### config.mk
export PLATFORM = sky130hd
export DESIGN_NAME = condicionador_botoes
export DESIGN_NICKNAME = d
export VERILOG_FILES = /design/src/rtl/condicionador_botoes.sv
export SDC_FILE = /design/constraint.sdc
export NUM_CORES = 1
export LEC_CHECK = 0
export CORE_UTILIZATION = 55
export CTS_CLUSTER_SIZE = 16
export DETAILED_ROUTE_END_ITERATION = 8
export GPL_ROUTABILITY_DRIVEN = 0
export PLACE_DENSITY_LB_ADDON = 0.15
export SLEW_MARGIN = 10
export SYNTH_ARGS = -nofsm -noshare
export SYNTH_HDL_FRONTEND = slang
export SYNTH_SLANG_ARGS = --single-unit
### constraint.sdc
create_clock -name clock_i -period 1.9 [get_ports clock_i]
set_clock_uncertainty 0.05 [all_clocks]
set_input_delay 0.285 -clock clock_i [delete_from_list [all_inputs] [get_ports clock_i]]
set_output_delay 0.285 -clock clock_i [all_outputs]
set_load 0.005 [all_outputs]
### src/rtl/condicionador_botoes.sv
// Push-button conditioner: two-flop synchronizer, debouncer and a press/release
// FSM that emits one event per accepted press of the four game buttons.
module condicionador_botoes #(
    parameter int DEBOUNCE = 5
) (
    input  logic       clock_i,
    input  logic       reset_i,
    input  logic       enable_i,
    input  logic [3:0] botoes_i,
    output logic [3:0] jogada_o,
    output logic       tem_jogada_o,
    output logic       jogada_invalida_o,
    output logic [1:0] db_estado_o
);

    typedef enum logic [1:0] {
        DESAB          = 2'b00,
        SOLTO          = 2'b01,
        PRESS          = 2'b10,
        ESPERA_SOLTURA = 2'b11
    } estado_t;

    localparam logic [7:0] DB_MAX = 8'(DEBOUNCE);
    localparam logic [7:0] DB_PRE = 8'(DEBOUNCE - 2);

    logic [3:0] s1_q, s2_q, prev_q, est_q, est_d;
    logic [7:0] cnt_q, cnt_d;
    estado_t    state_q, state_d;
    logic [3:0] jogada_q, jogada_d;
    logic       tem_q, tem_d;
    logic       inv_q, inv_d;
    logic       settled_s;

    function automatic logic one_hot(input logic [3:0] v);
        return (v != 4'b0000) && ((v & (v - 4'b0001)) == 4'b0000);
    endfunction

    // Debounce counter and stable-vector update
    always_comb begin
        cnt_d = cnt_q;
        est_d = est_q;
        if (s2_q != prev_q) begin
            cnt_d = 8'd0;
        end else if (cnt_q < DB_MAX) begin
            cnt_d = cnt_q + 8'd1;
        end else begin
            cnt_d = cnt_q;
        end
        if ((s2_q == prev_q) && (cnt_q == DB_PRE)) begin
            est_d = s2_q;
        end else begin
            est_d = est_q;
        end
    end

    // Leaving DESAB waits for the debouncer to settle, so a button held through
    // reset is seen as held (and must be released) rather than as a new press.
    assign settled_s = (cnt_q == DB_MAX) && (s2_q == prev_q) && (s1_q == s2_q);

    // FSM next state and event generation
    always_comb begin
        state_d  = state_q;
        jogada_d = jogada_q;
        tem_d    = 1'b0;
        inv_d    = 1'b0;
        case (state_q)
            DESAB: begin
                if (enable_i && settled_s) begin
                    state_d = (est_q == 4'b0000) ? SOLTO : ESPERA_SOLTURA;
                end else begin
                    state_d = DESAB;
                end
            end
            SOLTO: begin
                if (!enable_i) begin
                    state_d = DESAB;
                end else if (one_hot(est_q)) begin
                    tem_d    = 1'b1;
                    jogada_d = est_q;
                    state_d  = PRESS;
                end else if (est_q != 4'b0000) begin
                    inv_d   = 1'b1;
                    state_d = ESPERA_SOLTURA;
                end else begin
                    state_d = SOLTO;
                end
            end
            PRESS: begin
                if (!enable_i) begin
                    state_d = ESPERA_SOLTURA;
                end else if (est_q == 4'b0000) begin
                    state_d = SOLTO;
                end else begin
                    state_d = PRESS;
                end
            end
            ESPERA_SOLTURA: begin
                if (est_q == 4'b0000) begin
                    state_d = enable_i ? SOLTO : DESAB;
                end else begin
                    state_d = ESPERA_SOLTURA;
                end
            end
            default: begin
                state_d = DESAB;
            end
        endcase
    end

    // State and output registers
    always_ff @(posedge clock_i) begin
        if (reset_i) begin
            s1_q     <= 4'b0000;
            s2_q     <= 4'b0000;
            prev_q   <= 4'b0000;
            est_q    <= 4'b0000;
            cnt_q    <= 8'd0;
            state_q  <= DESAB;
            jogada_q <= 4'b0000;
            tem_q    <= 1'b0;
            inv_q    <= 1'b0;
        end else begin
            s1_q     <= botoes_i;
            s2_q     <= s1_q;
            prev_q   <= s2_q;
            est_q    <= est_d;
            cnt_q    <= cnt_d;
            state_q  <= state_d;
            jogada_q <= jogada_d;
            tem_q    <= tem_d;
            inv_q    <= inv_d;
        end
    end

    assign jogada_o          = jogada_q;
    assign tem_jogada_o      = tem_q;
    assign jogada_invalida_o = inv_q;
    assign db_estado_o       = state_q;

endmodule
==> results of run 1 <==
path summary, 6_finish.rpt:
kind                          to  depth (start not counted)
setup / recovery  db_estado_o[1]                          1
setup reg to reg        est_q[0]                          4
hold / removal          cnt_q[7]                          1
hold reg to reg         cnt_q[7]                          1
logic make-up after synthesis:
| kind of cell | Yosys count |
|---|---|
| XOR/XNOR | 12 |
| flip-flops | 32 |
| adder cells (fa/ha/maj) | 4 |
| AND/OR/NAND/NOR | 59 |
| multiplexers | 5 |
| AO/OA/AOI/OAI | 23 |
| buffers and inverters | 11 |
sequential cells by signal (all words and copies together) (netlist names):
register and cells:
db_estado_o 2, s2_q 4, cnt_q 8, est_q 4, tem_jogada_o 1, jogada_o 4
s1_q 4, prev_q 4, jogada_invalida_o 1
per-stage QoR:
step | utilization | setup slack [ns] | total power [mW] | cells
6_report | 0.695 | 0.228 | 1.29 | 196
5_1_grt | 0.695 | 0.144 | 1.34 | 196
4_1_cts | 0.695 | 0.219 | 1.30 | 196
3_5_place_dp | 0.665 | 0.189 | 0.797 | 188
3_3_place_gp | 0.665 | 0.239 | 0.794 | 188
2_1_floorplan | - | 0.290 | 0.762 | 146
cell usage after synthesis, types with 4 or more instances:
cell      instances  area share
dfxtp_1          32        0.44
a21oi_1           9       0.031
mux2_4            4       0.042
nor2b_1          17       0.074
inv_1             4       0.010
clkbuf_1          6       0.016
and2_1            6       0.026
xor2_1            9       0.055
nor2_1           10       0.026
nor3_1            4       0.014
power groups by stage:
| stage | Combinational [mW] | Clock, mW | Sequential [mW] |
|---|---|---|---|
| global placement | 0.0823 | 0 | 0.712 |
| finish | 0.0829 | 0.512 | 0.697 |
| global route | 0.0937 | 0.549 | 0.699 |
| floorplan | 0.0529 | 0 | 0.710 |
| CTS | 0.0845 | 0.523 | 0.697 |
| detailed placement | 0.0840 | 0 | 0.712 |
cells in the final DEF (no fill, tap or decap), drive strengths merged, types with 2 or more instances in the layout:
master          n
xnor2           3
mux2            4
and2            6
clkdlybuf4s50  14
nand3           3
buf             5
nor2           11
dfxtp          32
nor2b          17
or4             2
o21ai           3
ha              3
inv             4
xor2            9
o31ai           2
nor4b           2
clkbuf          6
a21oi           9
nand2           2
nand3b          2
nor4            4
nor3            5
per-layer routing:
metal  wire [µm]  up-vias  global-route usage
li1            -      545                   -
met3          82        7              0.0517
met1        1080      518               0.228
met5           0        -                   0
met2        1250       18               0.356
met4          78        0               0.145
final cells by class:
class,instances,share of cell area
Clock buffer,6,0.0240
Multi-Input combinational cell,103,0.443
Tap cell,30,0.0218
Timing Repair Buffer,19,0.110
Sequential cell,32,0.372
Clock inverter,2,0.0203
Inverter,4,0.00871
==> impl_metrics.csv, run 1 <==
group,metric,value,unit
run_status,status,"completed",
synth,synth_fa_ha_area_frac,0.0329,
clock_network,cts_setup_buffers,0,
synth,ys_seq_elements,32,
flow_run,cap_viol_max_count,0,
sta,whs,0.416,ns
setup_path,cpLargestDelayFamily,"buffers and inverters",
setup_path,start_kind,"flop",
clock_network,clk_latency,0.34,ns
power,peakVddDrop,0.976,mV
layout,fin_area,1720,µm²
synth,async_flop_share,0,
placed_design,hpwlAfterDp,1.67,mm
setup_path,path_class,"reg -> out",
clock_network,cts.repair.resized,0,
power,netSwitchingFraction,0.223,
route,viasPerCell,5.55,
hold_path,min_path_type,"reg -> reg",
clock_network,cts_max_level,2,
synth,synth_cell_types,42,
placed_design,place_area,1650,µm²
power,power_switching,0.288,mW
route,dr.first_iter.drc_count,19,
clock_network,cts_hold_buf,0,
grt,grt_max_degree,28,
layout,drive_gt1_frac,0.145,
sta,grt_setup_unrepaired,"false",
setup_path,cp-startpoint,"db_estado_o[1]",
synth,ys.flop_type,"dfxtp_1",
clock_network,cts_made_buffers,5,
layout,n_antenna_cell,0,
grt,grt_util_all_layers,0.211,
layout,multi_input_area,763,µm²
sta,slew_violations,0,
layout,syn_to_final_growth,19.2,%
synth,synth_cells,146,
power,combPwrFrac,0.064,
route,wl_per_cell,12.7,µm
setup_path,crit_chain,"clkdlybuf4s50_1",
layout,ff_latch_area,641,µm²
layout,nets,175,
layout,fill_cells,208,
floorplanning,die_w,53.3,µm
grt,grt_pass1_vias,998,
route,drc,0,
floorplanning,die-height,53.3,µm
clock_network,clock-sinks,32,
power,power_density,750,nW/µm²
clock_network,root_buffer,"clkbuf_4",
sta,setup_viol,0,
power,p_int,1.00,mW
synth,synth.cell_area,1450,µm²
power,p_seq_frac,0.539,
grt,antenna_found_initial,0,
sta,fmax,0.598,GHz
synth,ys_seq_area_frac,0.443,
route,dr.pass1.iters,4,
floorplanning,die_area,2840,µm²
power,p_leak,0.690,nW
sta,post-route-period-util,0.880,
setup_path,worstReg2RegStart,"cnt_q[4]",
placed_design,io_buffer_count,14,
route,totalWireLength,2.49,mm
power,power.share.clock,0.396,
route,postRouteAntennaNets,0,
hold_path,hold_start,"cnt_q[7]",
synth,synth.area.mux_share,0.0485,
grt,overflow,0,
clock_network,cts_buffer_depth,2,
clock_network,cts_tree,"built",
floorplanning,row_count,18,
floorplanning,core-area,2480,µm²
floorplanning,start_util,0.583,
setup_path,end_kind,"primary output",
synth,yosys_warnings,0,
synth,yosys.area_share.simple,0.272,
synth,synth_compound_area_frac,0.102,
setup_path,critPathRequiredTime,1.56,ns
synth,synth_top_family_by_area,"simple AND/OR/NAND/NOR gates",
floorplanning,io_pins,15,
setup_path,crit_fanout,8,
synth,synth_area_per_cell,9.90,µm²
sta,fin_tns_setup,0,ns
synth,synth_enable_flop_cells,0,
setup_path,critPathMaxStageDelay,0.54,ns
setup_path,r2r_setup_slack,0.23,ns
grt,grt_pass1_wl,4.15,mm
synth,synth_nets,156,
setup_path,crit_buf_inv,1,
sta,layout_min_cycle_time,1.67,ns
route,num_vias,1088,
setup_path,cp.arrival,1.34,ns
clock_network,clk_pin_slew,0.10,ns
synth,synth-xor-area-share,0.0727,
sta,finalHoldViolations,0,
setup_path,critPathSlowestCell,"clkdlybuf4s50_1",
sta,slew_headroom,0.711,
sta,tightest_slew,0.433,ns
Note: power is estimated with default switching activity, not from simulation.
==> run 2: changes to the inputs <==
--- a/config.mk
+++ b/config.mk
@@ -6,6 +6,7 @@
 export NUM_CORES = 1
 export LEC_CHECK = 0
 export CORE_UTILIZATION = 55
+export CTS_CLUSTER_DIAMETER = 200
 export CTS_CLUSTER_SIZE = 16
 export DETAILED_ROUTE_END_ITERATION = 8
 export GPL_ROUTABILITY_DRIVEN = 0
==> results of run 2 <==
Same layout as run 1: the final DEF is identical, and so are final timing and power.
